===== src/rtl/mem_word_loader.sv =====
`default_nettype none
// ============================================================================
// Module   : mem_word_loader
// Brief    : Packs four button-committed switch bytes into a 32-bit word and
//            writes it to data memory via req/ack, auto-incrementing address.
// Revision : 1.0
// ============================================================================
module mem_word_loader #(
    parameter int unsigned ACK_TIMEOUT = 16
) (
    input  logic        clk,
    input  logic        rst_n,
    input  logic        i_byte_btn,
    input  logic [7:0]  i_data_in,
    input  logic [7:0]  i_addr_in,
    input  logic        i_clear,
    input  logic        i_wr_ack,
    output logic        o_wr_req,
    output logic [7:0]  o_wr_addr,
    output logic [31:0] o_wr_data,
    output logic [1:0]  o_byte_cnt,
    output logic        o_busy,
    output logic        o_done,
    output logic        o_err
);

    localparam logic [15:0] c_TMO_LOAD = 16'(ACK_TIMEOUT - 1);

    typedef enum logic [1:0] {
        S_IDLE    = 2'd0,
        S_COLLECT = 2'd1,
        S_WRITE   = 2'd2
    } state_t;

    state_t      r_state;
    logic        r_btn_q;
    logic        r_seq_start;
    logic        r_wr_req;
    logic [7:0]  r_wr_addr;
    logic [31:0] r_wr_data;
    logic [1:0]  r_byte_cnt;
    logic        r_done;
    logic        r_err;
    logic [15:0] r_tmo_cnt;
    logic        w_commit;

    assign w_commit = i_byte_btn & ~r_btn_q;

    always_ff @(posedge clk or negedge rst_n) begin
        if (!rst_n) begin
            r_state     <= S_IDLE;
            r_btn_q     <= 1'b0;
            r_seq_start <= 1'b1;
            r_wr_req    <= 1'b0;
            r_wr_addr   <= 8'h00;
            r_wr_data   <= 32'h0000_0000;
            r_byte_cnt  <= 2'd0;
            r_done      <= 1'b0;
            r_err       <= 1'b0;
            r_tmo_cnt   <= 16'd0;
        end else begin
            r_btn_q <= i_byte_btn;
            r_done  <= 1'b0;
            // Clear wins over any commit or ack arriving in the same cycle.
            if (i_clear) begin
                r_state     <= S_IDLE;
                r_wr_req    <= 1'b0;
                r_byte_cnt  <= 2'd0;
                r_seq_start <= 1'b1;
                r_err       <= 1'b0;
            end else begin
                case (r_state)
                    S_IDLE: begin
                        if (w_commit) begin
                            if (r_seq_start) begin
                                r_wr_addr <= i_addr_in;
                            end
                            r_wr_data[31:24] <= i_data_in;
                            r_byte_cnt       <= 2'd1;
                            r_seq_start      <= 1'b0;
                            r_state          <= S_COLLECT;
                        end
                    end
                    S_COLLECT: begin
                        if (w_commit) begin
                            case (r_byte_cnt)
                                2'd1:    r_wr_data[23:16] <= i_data_in;
                                2'd2:    r_wr_data[15:8]  <= i_data_in;
                                default: r_wr_data[7:0]   <= i_data_in;
                            endcase
                            if (r_byte_cnt == 2'd3) begin
                                r_byte_cnt <= 2'd0;
                                r_wr_req   <= 1'b1;
                                r_tmo_cnt  <= c_TMO_LOAD;
                                r_state    <= S_WRITE;
                            end else begin
                                r_byte_cnt <= r_byte_cnt + 2'd1;
                            end
                        end
                    end
                    S_WRITE: begin
                        // Loading TIMEOUT-1 and expiring at zero keeps req high
                        // for exactly ACK_TIMEOUT cycles.
                        if (i_wr_ack) begin
                            r_wr_req  <= 1'b0;
                            r_done    <= 1'b1;
                            r_wr_addr <= r_wr_addr + 8'd1;
                            r_state   <= S_IDLE;
                        end else if (r_tmo_cnt == 16'd0) begin
                            r_wr_req <= 1'b0;
                            r_err    <= 1'b1;
                            r_state  <= S_IDLE;
                        end else begin
                            r_tmo_cnt <= r_tmo_cnt - 16'd1;
                        end
                    end
                    default: begin
                        r_state  <= S_IDLE;
                        r_wr_req <= 1'b0;
                    end
                endcase
            end
        end
    end

    assign o_wr_req   = r_wr_req;
    assign o_busy     = r_wr_req;
    assign o_wr_addr  = r_wr_addr;
    assign o_wr_data  = r_wr_data;
    assign o_byte_cnt = r_byte_cnt;
    assign o_done     = r_done;
    assign o_err      = r_err;

endmodule
`default_nettype wire


===== config.mk =====
export PLATFORM = sky130hd
export DESIGN_NAME = mem_word_loader
export DESIGN_NICKNAME = d
export VERILOG_FILES = /design/src/rtl/mem_word_loader.sv
export SDC_FILE = /design/constraint.sdc
export NUM_CORES = 1
export LEC_CHECK = 0
export ABC_AREA = 1
export ABC_CLOCK_PERIOD_IN_PS = 2500
export CAP_MARGIN = 5
export CORE_ASPECT_RATIO = 1.25
export CORE_UTILIZATION = 32
export CTS_CLUSTER_DIAMETER = 30
export CTS_CLUSTER_SIZE = 25
export DETAILED_ROUTE_END_ITERATION = 8
export GPL_TIMING_DRIVEN = 0
export PLACE_DENSITY = 0.55
export SKIP_CTS_REPAIR_TIMING = 1
export SYNTH_ARGS = -nofsm -noshare
export SYNTH_HDL_FRONTEND = slang
export SYNTH_SLANG_ARGS = --single-unit

===== constraint.sdc =====
create_clock -name clk -period 2.5 [get_ports clk]
set_clock_uncertainty 0.2 [all_clocks]
set_input_delay 0.375 -clock clk [delete_from_list [all_inputs] [get_ports clk]]
set_output_delay 0.375 -clock clk [all_outputs]
set_load 0.005 [all_outputs]

; After elaboration in Yosys (flattened, before gate mapping)
; Cells that the tools add are included.
[totals]
register_bits = 65
in_bits = 21
out_inout_bits = 46
word_cells = 95
[op_classes]
add_sub_neg = 3
n_eq_ne = 18
mux = 36
bitwise = 4
n_reduce_logical = 21
[op_table]
columns = cell, n
row1 = 16-bit two-way mux, 4
row2 = 16-bit case mux with 2 select lines, 1
row3 = 8-bit two-way mux, 3
row4 = 4-bit AND reduction, 5
row5 = 2-bit two-way mux, 9
row6 = "2-bit != test, second input constant", 9
row7 = 16-bit zero test, 1
row8 = 8-bit case mux with 2 select lines, 1
row9 = "16-bit by 1-bit subtractor with 16-bit output, second input constant", 1
row10 = 1-bit two-way mux, 15
row11 = 2-bit nonzero test, 6
row12 = "3-bit != test, second input constant", 3
row13 = 3-bit AND reduction, 3
row14 = "8-bit by 1-bit adder with 8-bit output, second input constant", 1
row15 = "2-bit == test, second input constant", 3
row16 = 2-bit case mux with 3 select lines, 1
row17 = 6-bit AND reduction, 1
row18 = 5-bit AND reduction, 1
row19 = "2-bit by 1-bit == test with 1-bit output, second input constant", 2
row20 = "4-bit != test, second input constant", 1
row21 = 2-bit case mux with 2 select lines, 1
row22 = 1-bit NOT, 3
row23 = 1-bit case mux with 3 select lines, 1
row24 = 3-bit nonzero test, 1
row25 = other kinds (5), 5

; Longest topological paths before layout
; Gate-level depths: netlist of run 1.
[depth]
word_depth = 5
depth_mapped = 11
mapped_depth_nobuf = 10

; Least setup slack after synthesis of run 1
; Ideal clock, no wire load.
[synth_path]
path_type = flip-flop to flip-flop
start = register r_tmo_cnt[0]
end = register r_tmo_cnt[12]
setup_ns = 0.117
t_arrival_ns = 1.315
required_time_ns = 2.183
path_slack_ns = 0.868
stages_incl_launch_ff = 12
path_buffers = 1
synth_period_minus_slack_ns = 1.632
path_cell_list = dfrtp_1 -> inv_1 -> ha_1 -> nand2_1 -> nor2_1 -> nand2_2 -> nand2_4 -> nand2_4 -> nand2_4 -> buf_6 -> nand2_1 -> nand2_1
[synth_between]
elab_chain_cells = 4
word_cells_on_any_way = 7
cone_classes = add/sub: 1 / eq/ne: 1 / mux: 3 / reduce/logical: 2
[synth_rtl]
columns = element, line_no
row1 = start: declaration, 44  ; logic [15:0] r_tmo_cnt;
row2 = start signal: assignment, 94  ; r_tmo_cnt <= c_TMO_LOAD;
row3 = start signal: assignment, 114  ; r_tmo_cnt <= r_tmo_cnt - 16'd1;
row4 = 16-bit by 1-bit subtractor with 16-bit output, 114
row5 = 16-bit two-way mux, 109  ; end else if (r_tmo_cnt == 16'd0) begin
row6 = 16-bit two-way mux, 104  ; if (i_wr_ack) begin
row7 = 16-bit case mux with 2 select lines, 72  ; case (r_state)
; Several ways; a longest one is shown, not always the timed one. The select of a mux whose other input is x is not followed.
; A chain may end at the register's enable or synchronous reset.

; Worst setup path after layout of run 1
[layout_path]
start = input i_byte_btn
end = register r_tmo_cnt[7]
[layout_between]
elab_chain_cells = 3
[layout_rtl]
columns = element, line_no
row1 = start: declaration, 13  ; input logic i_byte_btn,
row2 = 1-bit AND, 47  ; assign w_commit = i_byte_btn & ~r_btn_q;
row3 = 2-bit != test (no line), n/a
row4 = 6-bit AND reduction (no line), n/a
; Every way passes these cells.

==> flow_summary_export.csv, run 1 <==
group,metric,value,unit
clock_network,clock_path_buffers,2,
place,place_inst,607,
timing,rsz0062_at_grt,"no",
clock_network,clockRootBuffer,"clkbuf_16",
hold_path,hold_class,"primary input to asynchronous set/reset pin",
clock_network,cts-buffers-inserted,9,
grt,overflow,0,
final_layout,area_growth,33.9,%
timing,layout_worst_path_cycle_share,78.2,%
worst_setup_path,end_kind,"flop",
drt,first_pass_iters,4,
worst_setup_path,critPathKind,"primary input to flop",
logic_synthesis,ys_warn_count,0,
run_status,violations,"hold timing",
floorplanning,initial_utilization,32.8,%
drt,vias,2873,
grt,grt_max_degree,66,
worst_setup_path,cp-start-kind,"primary input",
place,dp_hpwl,5730,um
logic_synthesis,synth-simple-area-share,30.3,%
place,gp_congestion,0.820,
run_status,status,"finished, violations left",
flow_run,max_cap_violations,0,
drt,wl_per_cell,13.0,um
final_layout,final_cells,623,
clock_network,cts_tree,"yes",
floorplanning,rows,41,
logic_synthesis,synth-xor-area-share,1.32,%
logic_synthesis,synth_seq_area_share,49.1,%
logic_synthesis,avgSynthCellArea,8.04,um^2
logic_synthesis,synth-seq-cells,65,
timing,fin_crit,1950,ps
worst_setup_path,crit_arrival,2020,ps
clock_network,insertion_delay,330,ps
timing,slew_viol_final,0,
final_layout,antenna_cells,0,
place,port_buffers,66,
logic_synthesis,synth-compound-area-share,10.3,%
timing,slew-limit-headroom,43.6,%
grt,grt_first_pass_wirelength,13800,um
logic_synthesis,netlist_instances,412,
power_and_ir_drop,ir_drop,329,uV
logic_synthesis,syn-cell-area,0.00331,mm^2
floorplanning,die-area,0.0108,mm^2
timing,worst_pin_slew,846,ps
floorplanning,die_h,116,um
place,place_ws,149,ps
grt,track_usage,16.6,%
drt,postRouteAntennaNets,0,
logic_synthesis,ys_types,35,
timing,hold_viol_final,64,
worst_setup_path,crit_fanout,9,
timing,fmax,512,MHz
power_and_ir_drop,cellPowerDensity,703,mW/mm^2
clock_network,path_clk_slew,60,ps
power_and_ir_drop,power.leakage,0.00209,uW
final_layout,most-common-layout-cells,"nand2_1 (138), clkdlybuf4s50_1 (65), dfrtp_1 (64)",
worst_setup_path,regToRegSetupSlack,570,ps
logic_synthesis,synthAdderAreaFrac,1.89,%
timing,setup_viol,0,
logic_synthesis,synth_top_family_by_area,"simple AND/OR/NAND/NOR gates",
floorplanning,core-area,0.0101,mm^2
drt,drt-total-wl,8110,um
drt,first_iter_violations,119,
worst_setup_path,crit_required,2570,ps
grt,grt_pass1_vias,2797,
drt,route.detailed.drc,0,
floorplanning,die_w,93.0,um
logic_synthesis,synth.net_count,438,
final_layout,fin_nets,515,
floorplanning,num_io_pins,67,
clock_network,clock_sinks,65,
logic_synthesis,muxShareOfSynthArea,0,%
final_layout,drive_gt1_share,9.72,%
timing,hold_ws,-53.0,ps
timing,fin_ws,545,ps
final_layout,mostFrequentLayoutCell,"nand2_1",
grt,antenna_found_initial,0,
drt,viasPerCell,4.61,
clock_network,htreeDepth,3,
==> area by class of cell <==
type | instances | area, um^2
buffer | 10 | 85.1
clock inverter | 6 | 66.3
multi-input combinational | 297 | 1450
timing repair buffer | 66 | 658
inverter | 40 | 150
sequential | 65 | 1630
fill | 1010 | 5670
tap | 129 | 161
clock buffer | 10 | 239
==> report_power, final <==
part	total (uW)	internal, uW	switching, uW
combinational	553	319	233
sequential	1280	1180	102
clock	1280	800	482
==> metrics by stage <==
stage | TNS (ps) | hold slack [ps] | util [%] | area [um^2] | total power, uW
after CTS | 0 | -6.67 | 43.9 | 4440 | 3170
after global placement | -95910 | 266 | 40.9 | 4140 | 1850
after global routing | 0 | 25.4 | 43.9 | 4440 | 3290
after floorplan | 0 | -121 | - | 3310 | 1510
after detailed placement | 0 | 275 | 40.9 | 4130 | 1860
final | 0 | -53.0 | 43.9 | 4440 | 3120
==> registers in the layout, summed over array words and instances, names as in the netlist, 2 cells and up <==
register and flops:
o_wr_data 32, o_wr_addr 8, r_tmo_cnt 16, o_byte_cnt 2, r_state 2
==> worst paths after layout <==
| kind | from | end | cells after the start |
|---|---|---|---|
| worst max register to register | r_tmo_cnt[0] | r_tmo_cnt[7] | 9 |
| min in group clk | o_wr_data[13] | o_wr_data[13] | 2 |
| worst min register to register | o_wr_data[13] | o_wr_data[13] | 2 |
| worst max-delay path | i_byte_btn | r_tmo_cnt[7] | 7 |
| worst min-delay path | rst_n | o_wr_addr[7] | 1 |
| max in group asynchronous | rst_n | r_tmo_cnt[15] | 1 |
==> layer usage <==
layer | global-route usage [%] | wire (um)
met5 | 0 | 0
met4 | 6.46 | 125
met3 | 5.64 | 585
met2 | 27.5 | 3740
met1 | 20.0 | 3650
==> cells in the mapped netlist <==
| master | number | area [um^2] |
|---|---|---|
| nor2_1 | 47 | 176 |
| or2_2 | 4 | 25.0 |
| o21ai_0 | 43 | 215 |
| a21oi_1 | 4 | 20.0 |
| nor3_1 | 1 | 5.00 |
| inv_2 | 2 | 7.51 |
| o21ai_2 | 1 | 8.76 |
| nand2_1 | 138 | 518 |
| o211ai_1 | 2 | 15.0 |
| nor2_4 | 4 | 45.0 |
| nand4_1 | 3 | 18.8 |
| xnor2_1 | 3 | 26.3 |
| o31ai_1 | 1 | 7.51 |
| ha_1 | 5 | 62.6 |
| o22ai_1 | 1 | 6.26 |
| a21oi_2 | 2 | 17.5 |
| buf_6 | 5 | 56.3 |
| dfrtp_1 | 64 | 1600 |
| inv_1 | 38 | 143 |
| o21ai_1 | 3 | 15.0 |
| nand3_1 | 19 | 95.1 |
| dfstp_2 | 1 | 26.3 |
| nor3b_1 | 1 | 7.51 |
| nand2_2 | 1 | 6.26 |
| a21boi_0 | 1 | 7.51 |
| a22oi_1 | 1 | 7.51 |
| buf_4 | 2 | 15.0 |
| xor2_1 | 2 | 17.5 |
| nor2_8 | 1 | 20.0 |
| o21bai_1 | 2 | 15.0 |
| nand2_4 | 3 | 33.8 |
| buf_2 | 2 | 10.0 |
| clkbuf_1 | 1 | 3.75 |
| a31oi_1 | 1 | 6.26 |
| nand3_4 | 3 | 52.6 |
==> worst max-delay path, cell delays in order <==
cell,delay (ps)
clkdlybuf4s50_1,470
inv_1,90
nor2_8,200
nand4_1,220
a21oi_2,480
nand2_1,100
nand2_1,80
==> logic make-up after synthesis <==
kind of cell	count (synthesis)
simple gates	225
flops	65
compound gates	62
buf+inv	50
xor+xnor	5
fa+ha+maj	5
(Power assumes the default switching activity.)
==> run 2, diff against run 1 <==
Settings changed: ABC_CLOCK_PERIOD_IN_PS 2500 to 1700, PLACE_DENSITY 0.55 to 0.57.
Clock period 2.5 ns to 1.7 ns, I/O delays scaled along.
==> run 2 against run 1 <==
Cell count increased by 5.6%. Via count increased by 8.1%. Die area is the same. Critical endpoint is now r_tmo_cnt[2]. Non-clock buffer count is 33 higher. Utilization increased by 5.3 points. Combinational power rose by 72%. Worst setup slack got worse by 640 ps. The flow finishes with violations (setup timing). Critical path depth rose by 3.
==> flow_summary_export.csv, run 2 (synthesis gave the netlist of run 1 again) <==
group,metric,value,unit
worst_setup_path,cp-start-kind,"flop",
place,dp_hpwl,5740,um
clock_network,cts-buffers-inserted,9,
flow_run,max_cap_violations,0,
worst_setup_path,slowest_stage,"dfrtp_1",
final_layout,final_cells,658,
final_layout,finish.utilization,49.2,%
timing,setup_viol,16,
clock_network,clock_sinks,65,
place,dpl_cell_area,0.00413,mm^2
drt,first_pass_iters,4,
place,port_buffers,66,
grt,grt_max_degree,66,
place,place_inst,607,
floorplanning,die-area,0.0108,mm^2
grt,track_usage,16.5,%
final_layout,multiInputGateArea,0.00168,mm^2
worst_setup_path,cpLargestDelayFamily,"simple AND/OR/NAND/NOR gates",
power_and_ir_drop,power.leakage,0.00248,uW
run_status,violations,"setup timing",
clock_network,cts_tree,"yes",
timing,worst_pin_slew,857,ps
final_layout,mostFrequentLayoutCell,"nand2_1",
final_layout,fin_nets,551,
final_layout,fill_cells,956,
floorplanning,die_w,93.0,um
hold_path,hold_class,"primary input to flop",
timing,slew-limit-headroom,42.9,%
floorplanning,core-area,0.0101,mm^2
final_layout,drive_gt1_share,23.8,%
floorplanning,rows,41,
drt,postRouteAntennaNets,0,
worst_setup_path,critPathKind,"flop to flop",
power_and_ir_drop,cellPowerDensity,922,mW/mm^2
worst_setup_path,crit_arrival,1860,ps
final_layout,regArea,0.00163,mm^2
drt,vias,3106,
timing,layout_worst_path_cycle_share,106,%
power_and_ir_drop,ir_drop,581,uV
final_layout,most-common-layout-cells,"nand2_1 (117), dfrtp_1 (61), clkdlybuf4s50_1 (50)",
floorplanning,num_io_pins,67,
clock_network,clockRootBuffer,"clkbuf_16",
drt,viasPerCell,4.72,
worst_setup_path,max_stage_delay,420,ps
timing,fin_crit,1790,ps
drt,first_iter_violations,118,
worst_setup_path,path_cells,"nor2_2 -> nand2_2 -> nor2_4 -> nand2_4 -> nand2_8 -> nand2_8 -> nand2_8 -> clkbuf_16 -> nand2_2 -> nand2_1",
final_layout,final_area,0.00497,mm^2
worst_setup_path,critPathBufInv,1,
clock_network,clock_path_buffers,2,
worst_setup_path,crit_fanout,7,
timing,hold_ws,149,ps
run_status,status,"finished, violations left",
floorplanning,die_h,116,um
final_layout,largest_reg_flops,32,
place,place_ws,-524,ps
clock_network,insertion_delay,330,ps
final_layout,antenna_cells,0,
clock_network,htreeDepth,3,
grt,grt_first_pass_wirelength,13700,um
grt,overflow,0,
timing,fin_ws,-93.6,ps
drt,wl_per_cell,13.5,um
clock_network,path_clk_slew,50,ps
worst_setup_path,crit_required,1770,ps
drt,route.detailed.drc,0,
timing,slew_viol_final,0,
grt,antenna_found_initial,0,
grt,grt_pass1_vias,2821,
timing,hold_viol_final,0,
place,gp_congestion,0.796,
final_layout,area_growth,50.0,%
drt,drt-total-wl,8850,um
worst_setup_path,crit_top_cell,"nand2_8",
floorplanning,initial_utilization,32.8,%
timing,rsz0062_at_grt,"yes",
worst_setup_path,end_kind,"flop",
timing,fmax,558,MHz
[run 2: changes by cell type in the layout (fill, tap and decap cells not counted), moves of 5 or more]
cell / before / now
buf_4: 3 / 33
clkdlybuf4s50_1: 65 / 50
dlymetal6s2s_1: 0 / 15
inv_1: 38 / 32
inv_2: 2 / 8
nand2_1: 138 / 117
nand2_2: 1 / 14
nand2_4: 3 / 8
nor2_1: 47 / 36
nor2_2: 0 / 9
o21ai_0: 43 / 32
o21ai_1: 3 / 12
[run 2: worst paths after layout]
kind	from	to	slack (ps)	cells after the start
min	i_clear	r_seq_start	150	3
min reg2reg	o_wr_data[17]	o_wr_data[17]	280	2
min in group asynchronous	rst_n	r_tmo_cnt[11]	340	2
max in group asynchronous	rst_n	r_state[0]	300	2
max reg2reg	r_tmo_cnt[9]	r_tmo_cnt[2]	-90	10
max	r_tmo_cnt[9]	r_tmo_cnt[2]	-90	10
[run 2: power by group]
group	switching (uW)	internal, uW
sequential	131	1740
clock	644	1120
combinational	412	537
[run 2: tightest hold or removal path, stage by stage]
cell            delay [ps]
dlymetal6s2s_1         220
nor2_1                 150
nor2_1                  50
[run 2: area by class of cell]
type / instances / area share, %
flip-flops and latches: 65 / 32.8
clock inverters: 4 / 0.906
repair buffers: 99 / 19.7
multi-input cells: 300 / 33.8
plain buffers: 10 / 1.86
clock buffers: 11 / 4.68
inverters: 40 / 3.02
well taps: 129 / 3.25
[run 2: metrics by stage]
stage               power, uW  setup TNS, ps
CTS                      4520          -5660
global route             4820          -2430
global placement         2730        -157820
detailed placement       2740         -20000
floorplan                2210              0
finish                   4580          -1150
[run 2: routing by layer]
metal,track usage [%],wire length (um),vias to the layer above
met5,0,0,-
met4,6.46,144,0
li1,-,-,1540
met3,5.18,542,12
met2,27.0,4330,79
met1,20.2,3830,1475
==> run 3, diff against run 2 <==
Settings changed: CORE_UTILIZATION 32 to 46, PLACE_DENSITY 0.57 to 0.77.
==> run 3 against run 2 <==
The flow still finishes with violations (setup timing). Via count up 1.6%. Routed wire length up 1.6%. Critical path depth unchanged. Critical path type unchanged.
==> flow_summary_export.csv, run 3 (synthesis gave the netlist of run 1 again) <==
group,metric,value,unit
timing,hold_ws,159,ps
final_layout,fin_nets,551,
clock_network,cts_tree,"yes",
grt,grt_pass1_vias,2957,
clock_network,clock_path_buffers,2,
clock_network,clock_sinks,65,
drt,drt-total-wl,8990,um
final_layout,drive_gt1_share,23.2,%
place,port_buffers,66,
worst_setup_path,crit_fanout,7,
grt,grt_max_degree,66,
final_layout,final_cells,620,
grt,antenna_found_initial,0,
clock_network,path_clk_slew,80,ps
hold_path,hold_class,"primary input to flop",
worst_setup_path,crit_arrival,1840,ps
timing,layout_worst_path_cycle_share,104,%
flow_run,max_cap_violations,0,
timing,fin_crit,1770,ps
power_and_ir_drop,ir_drop,687,uV
drt,wl_per_cell,14.5,um
run_status,status,"finished, violations left",
place,dpl_cell_area,0.00409,mm^2
worst_setup_path,cp-start-kind,"flop",
floorplanning,num_io_pins,67,
timing,fin_ws,-68.2,ps
clock_network,insertion_delay,350,ps
place,dp_hpwl,5630,um
worst_setup_path,regToRegSetupSlack,-70,ps
timing,slew_viol_final,0,
grt,overflow,0,
final_layout,largest_reg_flops,32,
final_layout,area_growth,45.5,%
drt,first_pass_iters,5,
timing,fmax,566,MHz
final_layout,final_area,0.00482,mm^2
power_and_ir_drop,cellPowerDensity,873,mW/mm^2
drt,route.detailed.drc,0,
power_and_ir_drop,power.leakage,0.00267,uW
clock_network,clockRootBuffer,"clkbuf_8",
run_status,violations,"setup timing",
worst_setup_path,end_kind,"flop",
drt,vias,3155,
timing,slew-limit-headroom,45.5,%
clock_network,cts-buffers-inserted,9,
final_layout,mostFrequentLayoutCell,"nand2_1",
place,gp_congestion,0.870,
floorplanning,initial_utilization,47.5,%
worst_setup_path,crit_required,1780,ps
drt,postRouteAntennaNets,0,
timing,worst_pin_slew,817,ps
drt,first_iter_violations,167,
timing,rsz0062_at_grt,"yes",
grt,track_usage,22.7,%
floorplanning,die_h,96.9,um
timing,setup_viol,11,
place,place_inst,568,
floorplanning,die_w,77.9,um
final_layout,antenna_cells,0,
worst_setup_path,critPathKind,"flop to flop",
floorplanning,rows,34,
drt,viasPerCell,5.09,
timing,hold_viol_final,0,
grt,grt_first_pass_wirelength,13300,um
final_layout,most-common-layout-cells,"nand2_1 (124), dfrtp_1 (60), clkdlybuf4s50_1 (36)",
floorplanning,die-area,0.00755,mm^2
floorplanning,core-area,0.00698,mm^2
final_layout,fill_cells,548,
clock_network,htreeDepth,3,
## run 3: cell types whose count changed in the layout (fill, tap and decap cells not counted), sizes merged
cell,change
a21oi,-1
buf,+3
clkbuf,+1
clkdlybuf4s50,-14
clkinv,-1
clkinvlp,+1
dlymetal6s2s,+14
nor2,-2
## run 3: stage by stage
step                setup WS, ps  TNS, ps  total power [uW]  util, %
floorplan                   68.4        0              2210        -
global placement           -2030  -147510              2710     58.6
detailed placement          -447   -17980              2740     58.6
CTS                         -244    -4920              4100     61.5
global route                -144    -1690              4410     69.1
finish                     -68.2     -315              4210     69.1
## run 3: critical path, stage by stage, from the launching register on
cell	delay (ps)
dfrtp_2	460
nor2_4	150
nand2_2	90
nor2_4	150
nand2_4	90
nand2_4	110
nand2_8	70
nand2_8	110
clkbuf_16	160
nand2_2	50
nand2_1	70
## run 3: final timing paths
kind,from,cells after the start,to
worst min-delay path,i_clear,2,o_done
min in group asynchronous,rst_n,2,o_wr_addr[4]
worst max-delay path,r_tmo_cnt[5],10,r_tmo_cnt[2]
max in group asynchronous,rst_n,2,r_state[0]
worst max register to register,r_tmo_cnt[5],10,r_tmo_cnt[2]
worst min register to register,o_wr_data[20],2,o_wr_data[20]
## run 3: report_power, final
part	internal (uW)	switching (uW)
registers	1740	132
logic	546	430
clock network	758	610
total	3040	1170
## run 3: final cells by class
type / count / area [um^2] / share of cell area, %
Sequential cell: 65 / 1630 / 33.9
Multi-Input combinational cell: 297 / 1600 / 33.2
Timing Repair Buffer: 102 / 1030 / 21.4
Clock buffer: 12 / 155 / 3.22
Inverter: 40 / 150 / 3.11
Tap cell: 90 / 113 / 2.33
Buffer: 10 / 90.1 / 1.87
Clock inverter: 4 / 51.3 / 1.06
## run 3: routing by layer
metal | vias to the layer above | GRT usage (%) | share of wire (%)
met3 | 12 | 6.42 | 6.4
met2 | 104 | 39.3 | 55
met5 | - | 0 | 0
li1 | 1529 | - | -
met1 | 1510 | 25.2 | 38
met4 | 0 | 11.1 | 1.4
